==> src/rtl/stream_mux_pkg.sv <==
// Shared definitions for the stream multiplexer and the arbiters built on it.
// Arbitration mode is selected by the STREAM_MUX_RR_EN macro (round-robin when defined).
package stream_mux_pkg;

    localparam int NUM_IN_MIN = 2;
    localparam int NUM_IN_MAX = 16;

    // Grant vector sized for the widest supported arbiter in the core
    typedef logic [NUM_IN_MAX-1:0] grant_vec_t;

    function automatic int sel_width(input int n);
        return $clog2(n);
    endfunction

endpackage

==> src/rtl/stream_mux_rr_arbiter.sv <==
// Single-grant arbiter: round-robin from ptr when STREAM_MUX_RR_EN is defined,
// otherwise fixed priority where the lowest requesting index wins.
module rr_arbiter
    import stream_mux_pkg::*;
#(
    parameter int NUM_IN = 4,
    parameter int SELW   = sel_width(NUM_IN)
) (
    input  logic [NUM_IN-1:0] req,
`ifdef STREAM_MUX_RR_EN
    input  logic [SELW-1:0]   ptr,
`endif
    output logic [NUM_IN-1:0] grant,
    output logic [SELW-1:0]   grant_idx,
    output logic              any_req
);

    int               cand_s;
    logic [SELW-1:0]  cand_idx_s;
    logic             hit_s;
    logic             found_s;

    // Walk the channels in search order and grant the first requester found
    always_comb begin
        grant      = '0;
        grant_idx  = '0;
        found_s    = 1'b0;
        hit_s      = 1'b0;
        cand_s     = 0;
        cand_idx_s = '0;
        for (int k = 0; k < NUM_IN; k++) begin
`ifdef STREAM_MUX_RR_EN
            cand_s = int'(ptr) + k;
            cand_s = (cand_s >= NUM_IN) ? (cand_s - NUM_IN) : cand_s;
`else
            cand_s = k;
`endif
            cand_idx_s        = SELW'(cand_s);
            hit_s             = !found_s && req[cand_idx_s];
            grant[cand_idx_s] = hit_s;
            grant_idx         = hit_s ? cand_idx_s : grant_idx;
            found_s           = found_s || hit_s;
        end
    end

    assign any_req = |req;

endmodule

==> src/rtl/stream_mux_rr.sv <==
// N-input stream mux with a one-entry output register and single-grant arbitration.
// Define STREAM_MUX_RR_EN for round-robin; undefined gives fixed lowest-index priority.
module stream_mux_rr
    import stream_mux_pkg::*;
#(
    parameter int DATAWIDTH = 32,
    parameter int NUM_IN    = 4,
    localparam int SELW     = sel_width(NUM_IN)
) (
    input  logic                        clk,
    input  logic                        rst,
    input  logic [NUM_IN-1:0]           in_valid,
    input  logic [NUM_IN*DATAWIDTH-1:0] in_data,
    output logic [NUM_IN-1:0]           in_ready,
    output logic                        out_valid,
    output logic [DATAWIDTH-1:0]        out_data,
    output logic [SELW-1:0]             out_sel,
    input  logic                        out_ready
);

    if (NUM_IN < NUM_IN_MIN || NUM_IN > NUM_IN_MAX) begin : g_bad_num_in
        $error("stream_mux_rr: NUM_IN out of supported range");
    end

    logic [NUM_IN-1:0] grant_s;
    logic [SELW-1:0]   grant_idx_s;
    logic              any_req_s;
    logic              load_en_s;
    logic              accept_s;

`ifdef STREAM_MUX_RR_EN
    logic [SELW-1:0]   ptr_r;
`endif

    rr_arbiter #(
        .NUM_IN (NUM_IN),
        .SELW   (SELW)
    ) u_arb (
        .req       (in_valid),
`ifdef STREAM_MUX_RR_EN
        .ptr       (ptr_r),
`endif
        .grant     (grant_s),
        .grant_idx (grant_idx_s),
        .any_req   (any_req_s)
    );

    // The register can take a beat when empty or when its beat leaves this cycle
    assign load_en_s = !out_valid || out_ready;
    assign accept_s  = load_en_s && any_req_s;
    assign in_ready  = rst ? '0 : (grant_s & {NUM_IN{load_en_s}});

    // Output register: load the granted beat, or go empty on a plain drain
    always_ff @(posedge clk) begin
        if (rst) begin
            out_valid <= 1'b0;
            out_data  <= '0;
            out_sel   <= '0;
        end else if (accept_s) begin
            out_valid <= 1'b1;
            out_data  <= in_data[int'(grant_idx_s)*DATAWIDTH +: DATAWIDTH];
            out_sel   <= grant_idx_s;
        end else if (out_ready) begin
            out_valid <= 1'b0;
        end
    end

`ifdef STREAM_MUX_RR_EN
    // Next search starts just past the last accepted channel, wrapping at NUM_IN-1
    always_ff @(posedge clk) begin
        if (rst) begin
            ptr_r <= '0;
        end else if (accept_s) begin
            ptr_r <= (int'(grant_idx_s) == NUM_IN - 1) ? '0 : (grant_idx_s + SELW'(1));
        end
    end
`endif

endmodule

==> config.mk <==
export PLATFORM = sky130hd
export DESIGN_NAME = stream_mux_rr
export DESIGN_NICKNAME = d
export VERILOG_FILES = /design/src/rtl/stream_mux_pkg.sv /design/src/rtl/stream_mux_rr_arbiter.sv /design/src/rtl/stream_mux_rr.sv
export SDC_FILE = /design/constraint.sdc
export NUM_CORES = 1
export LEC_CHECK = 0
export CORE_UTILIZATION = 32
export CTS_CLUSTER_DIAMETER = 30
export DETAILED_ROUTE_END_ITERATION = 6
export HOLD_SLACK_MARGIN = 0.02
export PLACE_DENSITY = 0.82
export RECOVER_POWER = 25
export SYNTH_ARGS = -nofsm -noshare
export SYNTH_HDL_FRONTEND = slang
export SYNTH_HIERARCHICAL = 1
export SYNTH_SLANG_ARGS = --single-unit
==> constraint.sdc <==
create_clock -name clk -period 2 [get_ports clk]
set_clock_uncertainty 0.05 [all_clocks]
set_input_delay 0.4 -clock clk [delete_from_list [all_inputs] [get_ports clk]]
set_output_delay 0.4 -clock clk [all_outputs]
set_load 0.01 [all_outputs]
==> results.md, run 1 <==
- # hold bufs at CTS: 0
- Fill count: 451
- Synthesis warning total: 6
- Detailed Routing Iterations Pass 1: 4
- Die footprint: 0.006472 sq mm
- Clock transition at the registers of the reported paths: 0.07 ns
- Final worst-path cycle share: 96.87%
- Placed Instances: 392
- Vias in the first global route: 2069
- Sw Ratio: 23.45%
- Commonest non-fill, non-tap cells in the layout: 150 x clkdlybuf4s50_1, 35 x dfxtp_1, 32 x a22o_1
- Ant diodes: 0
- Hold Worst Slack: 0.4174 ns
- Post-Route Utilization: 68.77%
- Reg2Reg Capture Point: out_data[19]$_SDFFE_PP0P_
- Sw power: 0.4943 mW
- Fin cells: 404
- Flop pwr share: 37.8%
- CP Launch Type: primary input
- Register bit total from synthesis: 35
- Via count: 2066
- CTS Buf Count: 5
- Initial core utilization: 33.26%
- Power per cell area: 517.7 mW/mm^2
- Average size of a mapped cell: 13.87 sq um
- Crit path DAT: 1.49 ns
- Setup violators final: 0
- RSZ-0062 raised after global routing: false
- Peak VDD IR: 0.4021 mV
- Hold Crit Endpoint: out_data[23]$_SDFFE_PP0P_
- Final non-filler cell area: 0.004071 sq mm
- Commonest non-fill, non-tap cell in the layout: clkdlybuf4s50_1
- Final Hold Violating Endpoints: 0
- CP Class: in -> out
- Avg Vias per Cell: 5.114
- Core Footprint: 0.005921 sq mm
- Maxcap violations: 0
- WL final: 6.626 mm
- Worst R2R Start: out_valid$_SDFFE_PP0P_
- Hold path start: out_data[23]$_SDFFE_PP0P_
- DRC viols: 0
- Synth cell types: 20
- Pin count of the biggest net entering global routing: 19
- # H-tree levels: 2
- Worst Tran Pin Value: 0.2547 ns
- FF-to-FF setup slack: 0.69 ns
- CP Max Fanout: 4
- Clk buf depth: 2
- WL per Instance: 16.40 microns
- Fin nets: 463
- Tot GR Track Use: 20.43%
- Post-DP HPWL: 5.337 mm
- Setup TNS: 0 ns
- Internal Power: 1.613 mW
- Cell Area, Placed: 0.003874 sq mm
- First-pass GRT wire length: 9.832 mm
- Status: finished clean
- Clock Sinks: 35
- Share of layout cells above drive strength 1: 19.45%
- Fmax: 516.2 MHz
- Worst setup slack after placement: -0.3971 ns
- Grt ovf: 0
- Worst Hold Class: reg -> reg
- Syn_nets: 277
- # rows: 28
- GP Congestion: 0.7004
- Die height: 80.45 microns
- ANT nets after route: 0
- Post-synthesis sequential area ratio: 35.58%
- Io pins: 174
- Clock share of power: 26.4%
- Number of port buffers: 173
- PnR worst setup slack: 0.06264 ns
- Drt first-iter violations: 34
- CP required: 1.55 ns
- Layout overhead on the synthesized area: 106.7%
- Slew Viols, Final: 0
- Logic gate share of total power: 35.8%
- Max_slew headroom: 83.02%
- Worst-Skew Late Latency: 0.27 ns
- Final Critical Period: 1.937 ns
- Clock root buffer: clkbuf_8
- Initial antenna violation count: 0
- Final Total Pwr: 2.108 mW
- Synth Instances: 142
- Die width: 80.45 microns
- TritonCTS clock tree: built
- Critical Path End Type: output pin
- LEAKAGE: 1.590 nW
- Worst reg-to-reg path cell count: 5
- Post-synth design cell area: 0.001969 sq mm
- Hold path cells: 1
kinds of logic (layout without fill, tap and decap cells):
family                 after synthesis  after routing  share of synthesized area, %
AOI/OAI and AO/OA                   39             39                         16.01
and+or+nand+nor                     18             18                         5.400
buffers and inverters               18            205                         5.845
DFF                                 35             35                         35.58
muxes                               32             32                         37.17
worst max path at each step:
stage                startpoint                        end  slack, ns  depth (start not counted)
global route          out_ready                in_ready[0]      0.002                          5
finish                out_ready                in_ready[0]       0.06                          5
detailed placement  in_valid[3]  out_data[10]$_SDFFE_PP0P_      -0.40                          6
floorplan           in_valid[2]  out_data[10]$_SDFFE_PP0P_       0.17                          6
global placement    in_valid[3]  out_data[24]$_SDFFE_PP0P_      -0.37                          6
CTS                   out_ready                in_ready[2]       0.02                          5
cells in the mapped netlist:
cell,instances,area (sq um)
buf_6,4,45.04
nor3_1,2,10.01
a22o_1,32,280.3
inv_1,2,7.510
nand2b_4,1,13.76
nand3_1,2,10.01
mux4_2,29,653.1
dfxtp_1,35,700.7
clkbuf_1,2,7.510
buf_4,2,15.01
nor2b_1,1,6.260
mux4_1,3,78.83
buf_2,8,40.04
nand2_1,1,3.750
nor2_1,4,15.01
o21ai_0,2,10.01
and2_1,5,31.28
a21oi_1,5,25.02
nor3_2,1,10.01
nand2b_1,1,6.260
what timing repair did:
| action | in CTS | in global routing |
|---|---|---|
| gates resized for setup | 14 | 2 |
| hold endpoints to repair | 0 | 0 |
| setup endpoints to repair | 36 | 4 |
| cloned | 2 | 0 |
| pin swaps | 2 | 1 |
| setup buffers | 2 | 0 |
routing by layer:
| layer | wire length, microns | track usage, % |
|---|---|---|
| met3 | 590 | 6.250 |
| met4 | 127 | 6.786 |
| met5 | 0 | 0 |
| met2 | 3373 | 36.78 |
| met1 | 2534 | 22.62 |
power by group through the flow:
stage                     combinational [mW]  sequential, mW  clock (mW)
after floorplan                        0.252           0.841           0
after global placement                 0.726           0.811           0
after detailed placement               0.741           0.813           0
after CTS                              0.773           0.798       0.576
after global routing                   0.801           0.804       0.609
final                                  0.754           0.796       0.557
sequential cells by signal, indices dropped and copies added, names as in the netlist:
register,count
out_valid,1
out_sel,2
out_data,32
worst max-delay path: stages:
cell and delay, ns:
clkdlybuf4s50_1 0.41, nor2b_1 0.18, nor2_2 0.07, and2_1 0.15, dlygate4sd2_1 0.28
layout make-up:
type / count / area [sq um] / share of cell area (%)
Clock buffer: 8 / 100.1 / 2.459
Timing Repair Buffer: 195 / 1987 / 48.80
Sequential cell: 35 / 700.7 / 17.21
Tap cell: 75 / 93.84 / 2.305
Inverter: 2 / 7.507 / 0.1844
Multi-Input combinational cell: 89 / 1182 / 29.04
(Power assumes the default switching activity.)
==> inputs of run 2 (changes only) <==
==> constraint.sdc (replaced) <==
create_clock -name clk -period 2.2 [get_ports clk]
set_clock_uncertainty 0.05 [all_clocks]
set_input_delay 0.44 -clock clk [delete_from_list [all_inputs] [get_ports clk]]
set_output_delay 0.44 -clock clk [all_outputs]
set_load 0.01 [all_outputs]
==> run 2 against run 1 <==
Die area stayed put. Critical path depth grew 2. Power is 12% lower. Final cell count decreased by 1.2%. Highest routed layer unchanged. Clock power is 18% lower. First-iteration DRC count is 2.9% lower. Sequential power is 9.3% lower. Sequential share of layout area is 0.25 points higher. Flip-flop and latch count stayed put. Core utilization decreased by 0.97 points. Routed wire length is 0.74% lower. Final area decreased by 1.4%.
==> results.md, run 2 (same netlist as run 1, synthesis figures left out) <==
- Core Footprint: 0.005921 sq mm (unchanged)
- Fill count: 461 (+2.2%)
- Status: finished clean
- Fin cells: 399 (-1.2%)
- Met2 Track Usage GR: 38.56% (+1.8 points)
- DRC viols: 0 (unchanged)
- Drt first-iter violations: 33 (-2.9%)
- WL per Instance: 16.48 microns (+0.50%)
- Die footprint: 0.006472 sq mm (unchanged)
- Worst Tran Pin Value: 0.2451 ns (-0.009622 ns)
- Worst Hold Class: reg -> reg
- Final Hold Violating Endpoints: 0 (unchanged)
- Slew Viols, Final: 0 (unchanged)
- Die width: 80.45 microns (unchanged)
- GP Congestion: 0.6636 (-5.3%)
- Commonest non-fill, non-tap cells in the layout: 150 x clkdlybuf4s50_1, 35 x dfxtp_1, 32 x a22o_1
- Clk buf depth: 2 (unchanged)
- Max_slew headroom: 83.66% (+0.64 points)
- Tot GR Track Use: 19.82% (-0.61 points)
- Initial antenna violation count: 0 (unchanged)
- Worst-path cell chain: clkdlybuf4s50_1 > inv_1 > a21oi_4 > buf_12 > buf_12 > mux4_2 > a22o_1
- Cell Area, Placed: 0.003864 sq mm (-0.26%)
- CP top delay family: buffers and inverters
- CP max stage delay: 0.53 ns (+0.12 ns)
- Clock Sinks: 35 (unchanged)
- PnR worst setup slack: 0.01563 ns (-0.04700 ns)
- Clock root buffer: clkbuf_8
- Avg Vias per Cell: 5.070 (-0.85%)
- Die height: 80.45 microns (unchanged)
- Post-DP HPWL: 5.276 mm (-1.1%)
- Detailed Routing Iterations Pass 1: 4 (unchanged)
- Final Total Pwr: 1.857 mW (-12%)
- Peak VDD IR: 0.2602 mV (-35%)
- Biggest regs: out_data x32, out_sel x2, out_valid x1
- Io pins: 174 (unchanged)
- # rows: 28 (unchanged)
- Vias in the first global route: 2152 (+4.0%)
- Initial core utilization: 33.26% (unchanged)
- Met3 usage: 6.705% (+0.45 points)
- Crit path buffers/inverters: 4 (+2)
- Power per cell area: 462.7 mW/mm^2 (-11%)
- Final worst-path cycle share: 99.29%
- Maxcap violations: 0 (unchanged)
- Share of layout cells above drive strength 1: 18.21% (-1.2 points)
- Largest Register: out_data
- Via count: 2023 (-2.1%)
- Fin nets: 459 (-0.86%)
- Number of port buffers: 173 (unchanged)
- ANT nets after route: 0 (unchanged)
- Hold Worst Slack: 0.4219 ns (+0.004449 ns)
- Crit path DAT: 2.30 ns (+0.81 ns)
- CP Launch Type: primary input
- WL final: 6.577 mm (-0.74%)
- Critical Path End Type: flop
- Slowest CP cell: mux4_2
- Pin count of the biggest net entering global routing: 19 (unchanged)
- CP required: 2.32 ns (+0.77 ns)
- Met1 Usage GRT: 19.81% (-2.8 points)
- Fmax: 457.8 MHz
- FF-to-FF setup slack: 0.94 ns (+0.25 ns)
- Layout overhead on the synthesized area: 103.8%
- # H-tree levels: 2 (unchanged)
- Most used routing layer in global routing: met2
- Worst-Skew Late Latency: 0.27 ns (about the same)
- Critical Path Most Common Cell: buf_12
- Setup violators final: 0 (unchanged)
- Ant diodes: 0 (unchanged)
- Worst setup slack after placement: -0.2693 ns (+0.1277 ns)
- Commonest non-fill, non-tap cell in the layout: clkdlybuf4s50_1
- CTS Buf Count: 5 (unchanged)
- Grt ovf: 0 (unchanged)
- First-pass GRT wire length: 9.701 mm (-1.3%)
- Final non-filler cell area: 0.004014 sq mm (-1.4%)
- Final Critical Period: 2.184 ns
- CP Max Fanout: 14 (+10)
- TritonCTS clock tree: built
- Clock transition at the registers of the reported paths: 0.07 ns (about the same)
- LEAKAGE: 1.570 nW (-1.3%)
- Flip-flop count of the largest register after layout: 32 (unchanged)
- Placed Instances: 389 (-0.77%)
- CP Class: in -> reg
## run 2: cell types whose count changed in the layout (fill, tap and decap cells not counted), moves of 2 or more
cell,previous run,this run
buf_4,14,12
clkbuf_1,2,0
dlygate4sd3_1,15,17
bufbuf_16,2,0
clkdlybuf4s15_1,3,0
clkbuf_16,0,2
## run 2: final cells by class
class	instances	area [sq um]	area share (%)
flip-flops and latches	35	700.7	17.46
inverters	2	7.507	0.1870
multi-input cells	89	1180	29.40
repair buffers	191	1944	48.44
clock inverters	1	5.005	0.1247
well taps	75	93.84	2.338
clock buffers	6	82.58	2.057
## run 2: routing by layer
layer  routed length [microns]  vias up
li1                          -      949
met1                      2334      968
met2                      3522      104
met3                       685        2
met4                        36        0
met5                         0        -
## run 2: what timing repair did
item / in CTS / in global routing
endpoints found under the setup margin: 4 / 2
cloned: 0 / 2
hold buffers: 0 / 0
buffers inserted: 0 / 1
resized for setup: 6 / 0
pin swaps: 0 / 1
## run 2: where the power goes
| part | internal (mW) | switching, mW |
|---|---|---|
| clock network | 0.245 | 0.213 |
| registers | 0.694 | 0.0281 |
| logic | 0.476 | 0.201 |
| total | 1.42 | 0.442 |
## run 2: worst paths after layout
path	from	to	depth (start not counted)
worst max-delay path	in_valid[1]	out_data[11]$_SDFFE_PP0P_	7
worst min-delay path	out_data[10]$_SDFFE_PP0P_	out_data[10]$_SDFFE_PP0P_	1
worst min register to register	out_data[10]$_SDFFE_PP0P_	out_data[10]$_SDFFE_PP0P_	1
worst max register to register	out_valid$_SDFFE_PP0P_	out_data[28]$_SDFFE_PP0P_	5
## run 2: metrics by stage
step	utilization (%)	TNS [ns]
2_1_floorplan	-	0
3_3_place_gp	65.26	-6.010
3_5_place_dp	65.26	-6.962
4_1_cts	66.61	0
5_1_grt	67.79	-0.04509
6_report	67.79	0
